**src/rtl/inst_loader_if.sv**
```systemverilog
// Byte-stream handshake into the instruction loader.
// Transfer happens when byte_vld and byte_rdy are both high on a rising clock edge.
interface inst_loader_if;
  logic       byte_vld;
  logic [7:0] byte_data;
  logic       byte_rdy;

  modport master (output byte_vld, output byte_data, input byte_rdy);
  modport slave  (input byte_vld, input byte_data, output byte_rdy);
endinterface

```
**src/rtl/inst_loader.sv**
```systemverilog
// inst_loader: boot-time byte-stream program loader for the rvseed instruction memory.
// Define INST_LOADER_CSUM_EN to require a trailing XOR checksum byte after each image.
module inst_loader #(
  parameter int unsigned CPU_WIDTH   = 32,
  parameter int unsigned ADDR_WIDTH  = 10,
  parameter int unsigned RELEASE_DLY = 4
) (
  input  logic                  clk,
  input  logic                  rst,
  input  logic                  load_start,
  inst_loader_if.slave          byte_if,
  output logic                  mem_we,
  output logic [ADDR_WIDTH-1:0] mem_addr,
  output logic [CPU_WIDTH-1:0]  mem_wdata,
  output logic                  core_rst_n,
  output logic                  load_busy,
  output logic                  load_done,
  output logic                  load_err,
  output logic [ADDR_WIDTH:0]   word_cnt
);

  localparam int unsigned MaxLen = 32'd1 << ADDR_WIDTH;
  localparam int unsigned DlyW   = $clog2(RELEASE_DLY + 1);
  localparam logic [DlyW-1:0] RelDly = DlyW'(RELEASE_DLY);

  typedef enum logic [2:0] {
    StHdrLo,
    StHdrHi,
    StData,
`ifdef INST_LOADER_CSUM_EN
    StCsum,
`endif
    StRelease,
    StRun,
    StError
  } state_e;

  state_e            state;
  state_e            post_state;
  logic [15:0]       len;
  logic [15:0]       new_len;
  logic [1:0]        byte_idx;
  logic [DlyW-1:0]   rel_cnt;
  logic              busy;
  logic              xfer;
  logic              last_word;
`ifdef INST_LOADER_CSUM_EN
  logic [7:0]        csum;
`endif

  always_comb begin
    busy = 1'b0;
    case (state)
      StHdrLo, StHdrHi, StData: busy = 1'b1;
`ifdef INST_LOADER_CSUM_EN
      StCsum:                   busy = 1'b1;
`endif
      default:                  busy = 1'b0;
    endcase
  end

  // Where the image goes once the header (len 0) or the last data word is in.
  always_comb begin
`ifdef INST_LOADER_CSUM_EN
    post_state = StCsum;
`else
    post_state = StRelease;
`endif
  end

  // load_start blocks acceptance so a byte presented alongside it is never consumed.
  assign byte_if.byte_rdy = busy & ~load_start;
  assign load_busy        = busy;
  assign xfer             = byte_if.byte_vld & byte_if.byte_rdy;
  assign new_len          = {byte_if.byte_data, len[7:0]};
  // word_cnt has already advanced past the previous write by the time a 4th byte lands.
  assign last_word        = (32'(word_cnt) + 32'd1) == 32'(len);

  always_ff @(posedge clk or posedge rst) begin
    if (rst) begin
      state      <= StHdrLo;
      len        <= '0;
      byte_idx   <= '0;
      rel_cnt    <= RelDly;
      mem_we     <= 1'b0;
      mem_addr   <= '0;
      mem_wdata  <= '0;
      core_rst_n <= 1'b0;
      load_done  <= 1'b0;
      load_err   <= 1'b0;
      word_cnt   <= '0;
`ifdef INST_LOADER_CSUM_EN
      csum       <= '0;
`endif
    end else begin
      mem_we <= 1'b0;
      if (mem_we) begin
        mem_addr <= mem_addr + ADDR_WIDTH'(1);
        word_cnt <= word_cnt + (ADDR_WIDTH+1)'(1);
      end
      if (state != StRelease) rel_cnt <= RelDly;
`ifdef INST_LOADER_CSUM_EN
      if (xfer && state != StCsum) csum <= csum ^ byte_if.byte_data;
`endif
      if (load_start) begin
        state      <= StHdrLo;
        mem_we     <= 1'b0;
        byte_idx   <= '0;
        mem_addr   <= '0;
        word_cnt   <= '0;
        core_rst_n <= 1'b0;
        load_done  <= 1'b0;
        load_err   <= 1'b0;
`ifdef INST_LOADER_CSUM_EN
        csum       <= '0;
`endif
      end else begin
        unique case (state)
          StHdrLo: begin
            if (xfer) begin
              len[7:0] <= byte_if.byte_data;
              state    <= StHdrHi;
            end
          end
          StHdrHi: begin
            if (xfer) begin
              len[15:8] <= byte_if.byte_data;
              if (new_len == 16'd0) begin
                state <= post_state;
              end else if (32'(new_len) > MaxLen) begin
                load_err <= 1'b1;
                state    <= StError;
              end else begin
                state    <= StData;
                byte_idx <= '0;
                mem_addr <= '0;
                word_cnt <= '0;
              end
            end
          end
          StData: begin
            if (xfer) begin
              mem_wdata[{byte_idx, 3'b000} +: 8] <= byte_if.byte_data;
              byte_idx <= byte_idx + 2'd1;
              if (byte_idx == 2'd3) begin
                mem_we <= 1'b1;
                if (last_word) state <= post_state;
              end
            end
          end
`ifdef INST_LOADER_CSUM_EN
          StCsum: begin
            if (xfer) begin
              if (byte_if.byte_data == csum) begin
                state <= StRelease;
              end else begin
                load_err <= 1'b1;
                state    <= StError;
              end
            end
          end
`endif
          StRelease: begin
            rel_cnt <= rel_cnt - DlyW'(1);
            if (rel_cnt == DlyW'(1)) begin
              state      <= StRun;
              core_rst_n <= 1'b1;
              load_done  <= 1'b1;
            end
          end
          StRun, StError: begin
          end
          default: state <= StHdrLo;
        endcase
      end
    end
  end

endmodule

```
**src/flat_wrapper.sv**
```systemverilog
// flat-port wrapper written by rule: the top's interface ports become plain ports
module inst_loader_flat 
#(
  parameter int unsigned CPU_WIDTH   = 32,
  parameter int unsigned ADDR_WIDTH  = 10,
  parameter int unsigned RELEASE_DLY = 4
)
  (clk, rst, load_start, mem_we, mem_addr, mem_wdata, core_rst_n, load_busy, load_done, load_err, word_cnt, byte_if_byte_vld, byte_if_byte_data, byte_if_byte_rdy);
  inst_loader_if byte_if_i ();
  input  logic clk;
  input  logic rst;
  input  logic load_start;
  output logic mem_we;
  output logic [ADDR_WIDTH-1:0] mem_addr;
  output logic [CPU_WIDTH-1:0] mem_wdata;
  output logic core_rst_n;
  output logic load_busy;
  output logic load_done;
  output logic load_err;
  output logic [ADDR_WIDTH:0] word_cnt;
  input wire logic [$bits(byte_if_i.byte_vld)-1:0] byte_if_byte_vld;
  input wire logic [$bits(byte_if_i.byte_data)-1:0] byte_if_byte_data;
  output wire logic [$bits(byte_if_i.byte_rdy)-1:0] byte_if_byte_rdy;
  assign byte_if_i.byte_vld = byte_if_byte_vld;
  assign byte_if_i.byte_data = byte_if_byte_data;
  assign byte_if_byte_rdy = byte_if_i.byte_rdy;
  inst_loader #(.CPU_WIDTH(CPU_WIDTH), .ADDR_WIDTH(ADDR_WIDTH), .RELEASE_DLY(RELEASE_DLY)) u_core (.clk(clk), .rst(rst), .load_start(load_start), .byte_if(byte_if_i), .mem_we(mem_we), .mem_addr(mem_addr), .mem_wdata(mem_wdata), .core_rst_n(core_rst_n), .load_busy(load_busy), .load_done(load_done), .load_err(load_err), .word_cnt(word_cnt));
endmodule
```
**config.mk**
```make
export PLATFORM = sky130hd
export DESIGN_NAME = inst_loader_flat
export DESIGN_NICKNAME = d
export VERILOG_FILES = /design/src/rtl/inst_loader_if.sv /design/src/rtl/inst_loader.sv /design/src/flat_wrapper.sv
export SDC_FILE = /design/constraint.sdc
export NUM_CORES = 1
export LEC_CHECK = 0
export ABC_AREA = 1
export ABC_CLOCK_PERIOD_IN_PS = 3200
export BUFFER_PORTS_ARGS = -buffer_cell sky130_fd_sc_hd__buf_2
export CORE_MARGIN = 3
export CORE_UTILIZATION = 56
export DETAILED_ROUTE_END_ITERATION = 10
export PLACE_DENSITY = 0.79
export SLEW_MARGIN = 20
export SYNTH_ARGS = -nofsm -noshare
export SYNTH_HDL_FRONTEND = slang
export SYNTH_SLANG_ARGS = --single-unit
export TNS_END_PERCENT = 50
```
**constraint.sdc**
```tcl
create_clock -name clk -period 3.2 [get_ports clk]
set_input_delay 0.96 -clock clk [delete_from_list [all_inputs] [get_ports clk]]
set_output_delay 0.96 -clock clk [all_outputs]
set_load 0.005 [all_outputs]
```
* Word-level counts from Yosys, hierarchy flattened *
Index checks and enable logic that the tools add are counted.
W data, S select, Z words.

word-level totals
  bits in registers = 80
  input bits = 12
  output and inout port bits = 59
  word-level logic and storage cells = 104

cells by class
  add/subtract/negate cells = 6
  order comparisons = 1
  equality and inequality tests = 19
  shift operators = 2
  muxes and demuxes = 45
  bitwise gates (word level) = 3
  reductions and logical operators = 17

operator list
  operator                  count
  $mux W11                  6
  $mux W10                  6
  $mux W3                   12
  $bwmux W32                1
  $eq A32 B16 Y1            1
  $shift A8 B7 Y32 const A  1
  $shiftx A8 B7 Y32         1
  $ne A3 B2 Y1 const B      7
  $gt A16 B11 Y1 const B    1
  $logic_not A16 Y1         1
  $pmux W3 S5               1
  $mux W1                   13
  $add A11 B1 Y12 const B   1
  $add A11 B1 Y11 const B   1
  $add A10 B1 Y10 const B   1
  $mux W2                   5
  $reduce_bool A2 Y1        5
  $reduce_and A3 Y1         3
  $neg A5 Y7                1
  $reduce_and A7 Y1         1
  $eq A3 B1 Y1 const B      2
  $eq A3 B2 Y1 const B      2
  $eq A3 B3 Y1 const B      2
  $ne A3 B3 Y1 const B      2
  other kinds (14)          16

* Logic depth before layout (Yosys ltp) *
Gate-level depths: netlist (run 1).

  depth in word-level cells = 8
  gate-level depth with buffers = 16
  mapped depth without buffers = 16

* Worst setup path before layout (run 1) *
No wires, ideal clock.

  path type = input -> output
  from = input port load_start
  to = output port byte_if_byte_rdy
  arrival = 1.221 ns
  data required time = 2.240 ns
  slack = 1.019 ns
  cell stages on the path = 3
  buffers on the path = 0
  path through = nor2_1 -> nand2_1 -> inv_2

between the ends
  cells in the longest elaborated chain, start to end = 2

ends and longest elaborated chain
  element                      RTL line            RTL
  start: declaration           flat_wrapper.sv:12  input logic load_start;
  $not A1 Y1 (no source line)  n/a
  $and A1 B1 Y1                inst_loader.sv:72   assign byte_if.byte_rdy = busy & ~load_start;
  end: declaration             flat_wrapper.sv:23  output wire logic [$bits(byte_if_i.byte_rdy)-1:0] byte_if_byte_rdy;

Every way passes these cells.

* Worst setup path in the final report (run 1) *
Ends and elaborated chain as after synthesis.

==> results of run 1 <==
[Yosys cell counts (3+ instances only)]
cell type	instances	area, um2
sky130_fd_sc_hd__nand4_1	25	156
sky130_fd_sc_hd__nor2_1	65	244
sky130_fd_sc_hd__ha_1	10	125
sky130_fd_sc_hd__dfrtp_1	79	1980
sky130_fd_sc_hd__clkbuf_1	8	30.0
sky130_fd_sc_hd__buf_2	3	15.0
sky130_fd_sc_hd__a21oi_1	13	65.1
sky130_fd_sc_hd__nor3_1	6	30.0
sky130_fd_sc_hd__xor2_1	4	35.0
sky130_fd_sc_hd__o21ai_0	55	275
sky130_fd_sc_hd__nor2_2	6	37.5
sky130_fd_sc_hd__inv_1	66	248
sky130_fd_sc_hd__nand2_1	134	503
sky130_fd_sc_hd__inv_2	3	11.3
sky130_fd_sc_hd__nand3_1	47	235
[path summary, 6_finish.rpt]
path | startpoint | to | slack, ns | cells after the start
max | load_start | byte_if_byte_rdy | 0.68 | 5
min | u_core.rel_cnt[2] | u_core.rel_cnt[2] | 0.48 | 2
max reg2reg | u_core.word_cnt[0] | u_core.state[1] | 1.07 | 14
min reg2reg | u_core.rel_cnt[2] | u_core.rel_cnt[2] | 0.48 | 2
max in group asynchronous | rst | u_core.rel_cnt[2] | 2.16 | 3
min in group asynchronous | rst | u_core.mem_wdata[13] | 0.70 | 3
[stage by stage]
stage / util, % / area (um2) / std cells
after floorplan: - / 4230 / 552
final: 66.9 / 4880 / 728
after detailed placement: 64.3 / 4690 / 712
after global routing: 66.9 / 4880 / 728
after global placement: 64.3 / 4690 / 712
after CTS: 66.9 / 4880 / 728
[routing by layer]
layer | track usage [%] | part of all wire (%)
met4 | 8.79 | 1.7
met5 | 0 | 0
met1 | 32.8 | 45
met3 | 3.25 | 4.5
met2 | 38.5 | 48
[kinds of logic after synthesis]
kind of cell | count (synthesis)
XOR/XNOR | 6
buffers and inverters | 86
AO/OA/AOI/OAI | 75
adder cells (fa/ha/maj) | 10
AND/OR/NAND/NOR | 295
flip-flops | 80
[placed cells by master, fill, tap and decap left out]
| cell type | Yosys | layout |
|---|---|---|
| sky130_fd_sc_hd__nand2_1 | 134 | 134 |
| sky130_fd_sc_hd__dfrtp_1 | 79 | 79 |
| sky130_fd_sc_hd__buf_2 | 3 | 70 |
| sky130_fd_sc_hd__inv_1 | 66 | 65 |
| sky130_fd_sc_hd__nor2_1 | 65 | 65 |
| sky130_fd_sc_hd__o21ai_0 | 55 | 55 |
| sky130_fd_sc_hd__nand3_1 | 47 | 47 |
| sky130_fd_sc_hd__nand4_1 | 25 | 25 |
| sky130_fd_sc_hd__a21oi_1 | 13 | 13 |
| sky130_fd_sc_hd__ha_1 | 10 | 10 |
| sky130_fd_sc_hd__clkbuf_8 | 0 | 9 |
| sky130_fd_sc_hd__nor2_2 | 6 | 6 |
| sky130_fd_sc_hd__nor3_1 | 6 | 6 |
| sky130_fd_sc_hd__buf_4 | 2 | 6 |
| sky130_fd_sc_hd__inv_2 | 3 | 4 |
| sky130_fd_sc_hd__xor2_1 | 4 | 4 |
| sky130_fd_sc_hd__clkinv_2 | 0 | 3 |
| sky130_fd_sc_hd__nand3b_1 | 2 | 2 |
| sky130_fd_sc_hd__nor2_4 | 2 | 2 |
| sky130_fd_sc_hd__nand2_2 | 2 | 2 |
| sky130_fd_sc_hd__and2_1 | 2 | 2 |
| sky130_fd_sc_hd__a31oi_1 | 2 | 2 |
| sky130_fd_sc_hd__xnor2_1 | 2 | 2 |
| sky130_fd_sc_hd__o21ai_1 | 2 | 2 |
| sky130_fd_sc_hd__clkinvlp_4 | 0 | 2 |
| sky130_fd_sc_hd__nand2_4 | 1 | 1 |
| sky130_fd_sc_hd__nor4_4 | 1 | 1 |
| sky130_fd_sc_hd__o21ai_2 | 1 | 1 |
| sky130_fd_sc_hd__o21bai_1 | 1 | 1 |
| sky130_fd_sc_hd__o22ai_1 | 1 | 1 |
| sky130_fd_sc_hd__nor3b_2 | 1 | 1 |
| sky130_fd_sc_hd__nor3b_1 | 1 | 1 |
| sky130_fd_sc_hd__clkinv_1 | 1 | 1 |
| sky130_fd_sc_hd__bufinv_16 | 0 | 1 |
| sky130_fd_sc_hd__clkbuf_1 | 8 | 1 |
| sky130_fd_sc_hd__buf_12 | 0 | 1 |
| sky130_fd_sc_hd__dfstp_2 | 1 | 1 |
[sequential cells by signal (all words and copies together) (netlist names)]
name               flops
u_core.mem_wdata      32
u_core.len            16
u_core.word_cnt       11
u_core.mem_addr       10
u_core.rel_cnt         3
u_core.state           3
u_core.byte_idx        2
u_core.core_rst_n      1
u_core.load_err        1
u_core.mem_we          1
[final cells by class]
cell class	count	area, um2
inverter	70	263
timing repair buffer	77	415
tap	99	124
fill	664	2410
clock buffer	10	128
sequential	80	2000
multi-input combinational	386	1880
clock inverter	6	60.1
[worst reg2reg max path, cell delays in order (launching register included)]
cell and delay (ns):
sky130_fd_sc_hd__dfrtp_1 0.49, sky130_fd_sc_hd__ha_1 0.21, sky130_fd_sc_hd__nand2_1 0.15, sky130_fd_sc_hd__nor2_2 0.26, sky130_fd_sc_hd__nand3_1 0.14, sky130_fd_sc_hd__nand2_1 0.11
sky130_fd_sc_hd__nand2_1 0.05, sky130_fd_sc_hd__nand2_1 0.06, sky130_fd_sc_hd__nand2_1 0.06, sky130_fd_sc_hd__nor2_1 0.09, sky130_fd_sc_hd__nand2_1 0.11, sky130_fd_sc_hd__nand2_2 0.10
sky130_fd_sc_hd__nand2_1 0.07, sky130_fd_sc_hd__nand2_1 0.07, sky130_fd_sc_hd__nand2_1 0.05
[power groups by stage]
stage / clock [uW] / sequential, uW / combinational [uW]
after floorplan: 0 / 1200 / 348
after global placement: 0 / 1210 / 454
after detailed placement: 0 / 1220 / 471
after CTS: 744 / 1200 / 476
after global routing: 786 / 1210 / 547
final: 725 / 1200 / 477
==> results.py, run 1 <==
metrics = {
    "worst_setup_path": {
        "worstPathRequired_ns": 2.24,
        "cp_cell_sequence": "buf_2, nor2_1, nand2_1, inv_2, buf_2",
        "cp_data_arrival_time_ns": 1.56,
        "crit_path_start_kind": "primary input",
        "cp_common_cell": "sky130_fd_sc_hd__buf_2",
        "critical_path.max_stage_delay_ns": 0.18,
        "critical_path_buf_inv_count": 3,
        "critical_path.top_delay_family": "buffers and inverters",
        "slowest_stage": "sky130_fd_sc_hd__buf_2",
        "timing.setup.critical_path_class": "in2out",
        "crit_path_max_fanout": 12,
        "endpoint_kind": "output port",
    },
    "synth": {
        "netlist-cell-type-count": 35,
        "synth-seq-area-share_pct": 47.4,
        "synth_top_family_by_area": "simple AND/OR/NAND/NOR gates",
        "yosys_warnings": 0,
        "share_of_cell_area_taken_by_muxes_after_synthesis_pct": 0,
        "ys_ff_latch": 80,
        "synthArstFlopShare_pct": 100,
        "cell_area_after_synthesis_um2": 4230,
        "synthXorXnorAreaFrac_pct": 1.24,
        "mappedNetlistNets": 574,
        "syn_avg_cell_area_um2": 7.66,
        "synth_ff_type": "sky130_fd_sc_hd__dfrtp_1",
        "synth_compound_gate_area_share_pct": 9.11,
        "synth_edf_count": 0,
        "adder_cell_area_share_of_the_yosys_netlist_pct": 2.96,
        "synth_simple_gate_area_share_pct": 31.2,
        "netlist_instances": 552,
    },
    "sta": {
        "fin_crit_sh_pct": 78.8,
        "clock_skew_ns": 0.00583,
        "timing.final.hold_violations": 0,
        "setup_slack_ns": 0.679,
        "post-route-min-period_ns": 2.52,
        "slew-limit-headroom_pct": 54.0,
        "setup_violations": 0,
        "timing.fmax_mhz": 397,
        "rsz0062_at_grt": "false",
        "totalNegativeSetupSlack_ns": 0,
        "drv_slew": 0,
        "hold_slack_ns": 0.480,
        "worst_slew_pin_slew_ns": 0.685,
    },
    "clock_tree": {
        "ctsRootBufferMaster": "sky130_fd_sc_hd__clkbuf_8",
        "cts_made_buffers": 9,
        "cts-resized-gates": 0,
        "worst_setup_hold_path_clk_slew_ns": 0.08,
        "cts_hold_repair.buffers": 0,
        "clk_latency_ns": 0.35,
        "numClockSinks": 80,
        "ctsHtreeMaxLevel": 3,
        "cts-root-to-sink-buffers": 2,
        "tritoncts": "done",
        "postCtsSetupBuffers": 0,
    },
    "global_route": {
        "grt_pass1_wl_mm": 16.5,
        "globalRoute.totalOverflow": 0,
        "grt_max_degree": 81,
        "vias_in_the_first_global_route": 3514,
        "initial_antenna_violation_count": 0,
        "grtUsageTotal_pct": 23.8,
    },
    "die": {
        "core_um2": 7290,
        "die_area_um2": 8630,
        "ioPinCount": 71,
        "start_util_pct": 58.0,
        "die_h_um": 92.9,
        "row_count": 31,
        "die_x_um": 92.9,
    },
    "pwr": {
        "power.switching_uw": 745,
        "cellInternalPower_uw": 1650,
        "share_seq_of_total_power_pct": 49.9,
        "power_frac_clock_pct": 30.2,
        "p_comb_share_pct": 19.9,
        "post-layout-total-power_uw": 2400,
        "power.share.switching_pct": 31.1,
        "worst_ir_drop_vdd_mv": 0.278,
        "power_density_nw_per_um2": 492,
        "power.static_leakage_uw": 0.00264,
    },
    "place": {
        "preCtsSetupSlack_ns": 0.627,
        "place.port_buffers": 70,
        "detailedPlacementHpwl_mm": 7.04,
        "globalplace.congestion": 0.961,
    },
    "final_layout": {
        "ratio_of_cells_with_drive_above_1_in_the_final_layout_pct": 17.6,
        "num-nets-final": 646,
        "synthToLayoutAreaGrowth_pct": 15.3,
        "number_of_diodes": 0,
    },
    "detailed_routing": {
        "drt_iter0_drcs": 212,
        "iteration_count_of_the_initial_detailed_routing_pass": 4,
        "route.final.wire_length_mm": 9.78,
        "route.antenna.remaining_nets": 0,
        "remaining_drcs": 0,
        "via_per_inst": 5.34,
        "post_drt_wl_per_cell_um": 13.4,
        "routed_vias": 3887,
    },
    "job": {
        "number_of_maximum_capacitance_violations": 0,
    },
    "run_status": {
        "outcome": "finished clean",
    },
    "hold_path": {
        "kind_of_path_behind_the_tightest_hold_check": "reg2reg",
    },
}
(Power assumes the default switching activity.)
==> run 2: changes to the inputs <==
--- a/config.mk
+++ b/config.mk
@@ -6,7 +6,7 @@
 export NUM_CORES = 1
 export LEC_CHECK = 0
 export ABC_AREA = 1
-export ABC_CLOCK_PERIOD_IN_PS = 3200
+export ABC_CLOCK_PERIOD_IN_PS = 2500
 export BUFFER_PORTS_ARGS = -buffer_cell sky130_fd_sc_hd__buf_2
 export CORE_MARGIN = 3
 export CORE_UTILIZATION = 56
==> constraint.sdc (replaced) <==
create_clock -name clk -period 2.5 [get_ports clk]
set_input_delay 0.75 -clock clk [delete_from_list [all_inputs] [get_ports clk]]
set_output_delay 0.75 -clock clk [all_outputs]
set_load 0.005 [all_outputs]
==> run 2 against run 1 <==
Utilization increased by 0.43 points. Count of clock-buffer cells in the layout increased by 2. First-iteration DRC count increased by 30%. Setup slack got worse by 0.37 ns. Flip-flop and latch count unchanged. Worst hold slack improved by 0.012 ns. Highest routed layer unchanged.
==> results.py, run 2 (synthesis gave the netlist of run 1 again) <==
metrics = {
    "die": {
        "die_h_um": 92.9,
        "die_area_um2": 8630,
        "row_count": 31,
        "core_um2": 7290,
        "die_x_um": 92.9,
        "start_util_pct": 58.0,
        "ioPinCount": 71,
    },
    "clock_tree": {
        "cts_hold_repair.buffers": 0,
        "ctsHtreeMaxLevel": 3,
        "cts_made_buffers": 9,
        "postCtsSetupBuffers": 0,
        "cts-root-to-sink-buffers": 2,
        "numClockSinks": 80,
        "worst_setup_hold_path_clk_slew_ns": 0.08,
        "tritoncts": "done",
        "ctsRootBufferMaster": "sky130_fd_sc_hd__clkbuf_8",
        "clk_latency_ns": 0.35,
        "cts-resized-gates": 0,
    },
    "worst_setup_path": {
        "capture_instance_of_the_worst_register_to_register_path": "u_core.state[0]",
        "r2r.worst_path.cells": 14,
        "cp-endpoint": "u_core.state[0]",
        "crit_path_start_kind": "register",
        "cp_data_arrival_time_ns": 2.43,
        "crit_path_max_fanout": 6,
        "timing.setup.critical_path_class": "reg2reg",
        "worstPathRequired_ns": 2.74,
        "endpoint_kind": "register",
        "timing.critical_path.from": "u_core.word_cnt[0]",
        "rr_startpoint": "u_core.word_cnt[0]",
        "ff2ff_setup_slack_ns": 0.31,
    },
    "final_layout": {
        "final.fill_count": 653,
        "largest_reg_flops": 32,
        "synthToLayoutAreaGrowth_pct": 16.0,
        "top_regs": "u_core.mem_wdata x32, u_core.len x16, u_core.word_cnt x11",
        "final_core_util_pct": 67.3,
        "num-nets-final": 649,
        "most-common-layout-cells": "sky130_fd_sc_hd__nand2_1 (134), sky130_fd_sc_hd__dfrtp_1 (79), sky130_fd_sc_hd__buf_2 (70)",
        "mostFrequentLayoutCell": "sky130_fd_sc_hd__nand2_1",
        "multi_input_area_um2": 1880,
        "seqCellArea_um2": 2000,
        "registers.top_by_ff_count": "u_core.mem_wdata",
        "final-instance-count-excl-fill": 731,
        "ratio_of_cells_with_drive_above_1_in_the_final_layout_pct": 18.2,
        "number_of_diodes": 0,
    },
    "job": {
        "number_of_maximum_capacitance_violations": 0,
    },
    "place": {
        "detailedPlacementHpwl_mm": 7.59,
        "place.port_buffers": 70,
        "post-place-cells": 715,
        "globalplace.congestion": 0.871,
        "preCtsSetupSlack_ns": 0.261,
    },
    "sta": {
        "drv_slew": 0,
        "setup_violations": 0,
        "post-route-min-period_ns": 2.19,
        "timing.final.hold_violations": 0,
        "setup_slack_ns": 0.311,
        "fin_crit_sh_pct": 87.6,
        "rsz0062_at_grt": "false",
        "clock_skew_ns": 0.00431,
        "hold_slack_ns": 0.491,
        "totalNegativeSetupSlack_ns": 0,
        "timing.fmax_mhz": 457,
        "slew-limit-headroom_pct": 57.3,
        "worst_slew_pin_slew_ns": 0.639,
    },
    "detailed_routing": {
        "iteration_count_of_the_initial_detailed_routing_pass": 8,
        "drt_iter0_drcs": 276,
        "via_per_inst": 5.45,
        "post_drt_wl_per_cell_um": 14.1,
        "routed_vias": 3983,
        "route.antenna.remaining_nets": 0,
        "remaining_drcs": 0,
        "route.final.wire_length_mm": 10.3,
    },
    "pwr": {
        "power.static_leakage_uw": 0.00265,
        "worst_ir_drop_vdd_mv": 0.400,
        "power_density_nw_per_um2": 627,
    },
    "global_route": {
        "grt_pass1_wl_mm": 17.4,
        "initial_antenna_violation_count": 0,
        "globalRoute.totalOverflow": 0,
        "grtUsageTotal_pct": 25.3,
        "grt_max_degree": 32,
        "vias_in_the_first_global_route": 3765,
    },
    "hold_path": {
        "kind_of_path_behind_the_tightest_hold_check": "in2async",
    },
    "run_status": {
        "outcome": "finished clean",
    },
}
-- run 2: cell type report --
class / instances / area share, %
Sequential cell: 80 / 40.8
Clock inverter: 4 / 0.561
Tap cell: 99 / 2.52
Inverter: 70 / 5.43
Clock buffer: 12 / 3.36
Multi-Input combinational cell: 386 / 38.4
Timing Repair Buffer: 80 / 8.92
-- run 2: stage by stage --
step	area, um2	total power, uW
floorplan	4230	1980
global placement	4720	2140
detailed placement	4720	2170
CTS	4910	3090
global route	4910	3250
finish	4910	3080
-- run 2: power breakdown --
part | switching (uW) | internal [uW]
Clock | 475 | 440
Combinational | 415 | 215
Sequential | 84.9 | 1450
-- run 2: how the worst min path moves through the flow --
| stage | startpoint | endpoint | slack [ns] | depth (start not counted) |
|---|---|---|---|---|
| 2_1_floorplan | u_core.len[12] | u_core.len[12] | 0.45 | 2 |
| 3_3_place_gp | u_core.rel_cnt[2] | u_core.rel_cnt[2] | 0.47 | 2 |
| 3_5_place_dp | u_core.mem_wdata[25] | u_core.mem_wdata[25] | 0.47 | 2 |
| 4_1_cts | rst | u_core.mem_wdata[0] | 0.49 | 2 |
| 5_1_grt | rst | u_core.mem_wdata[18] | 0.51 | 2 |
| 6_report | rst | u_core.mem_wdata[6] | 0.49 | 2 |
-- run 2: worst max-delay path, stage by stage, from the launching register on --
cell,delay [ns]
sky130_fd_sc_hd__dfrtp_1,0.52
sky130_fd_sc_hd__ha_1,0.22
sky130_fd_sc_hd__nand2_1,0.15
sky130_fd_sc_hd__nor2_2,0.26
sky130_fd_sc_hd__nand3_1,0.12
sky130_fd_sc_hd__nand2_1,0.11
sky130_fd_sc_hd__nand2_1,0.05
sky130_fd_sc_hd__nand2_1,0.05
sky130_fd_sc_hd__nand2_1,0.05
sky130_fd_sc_hd__nor2_1,0.12
sky130_fd_sc_hd__nand2_1,0.12
sky130_fd_sc_hd__nand2_2,0.11
sky130_fd_sc_hd__nand2_1,0.07
sky130_fd_sc_hd__nand2_1,0.07
sky130_fd_sc_hd__nand2_1,0.05
-- run 2: routing by layer --
layer	share of wire, %	vias to the layer above	global-route usage, %
met5	0	-	0
met4	2.7	0	10.0
met3	5.6	34	5.12
met2	49	152	42.2
met1	43	1867	32.2
li1	-	1930	-
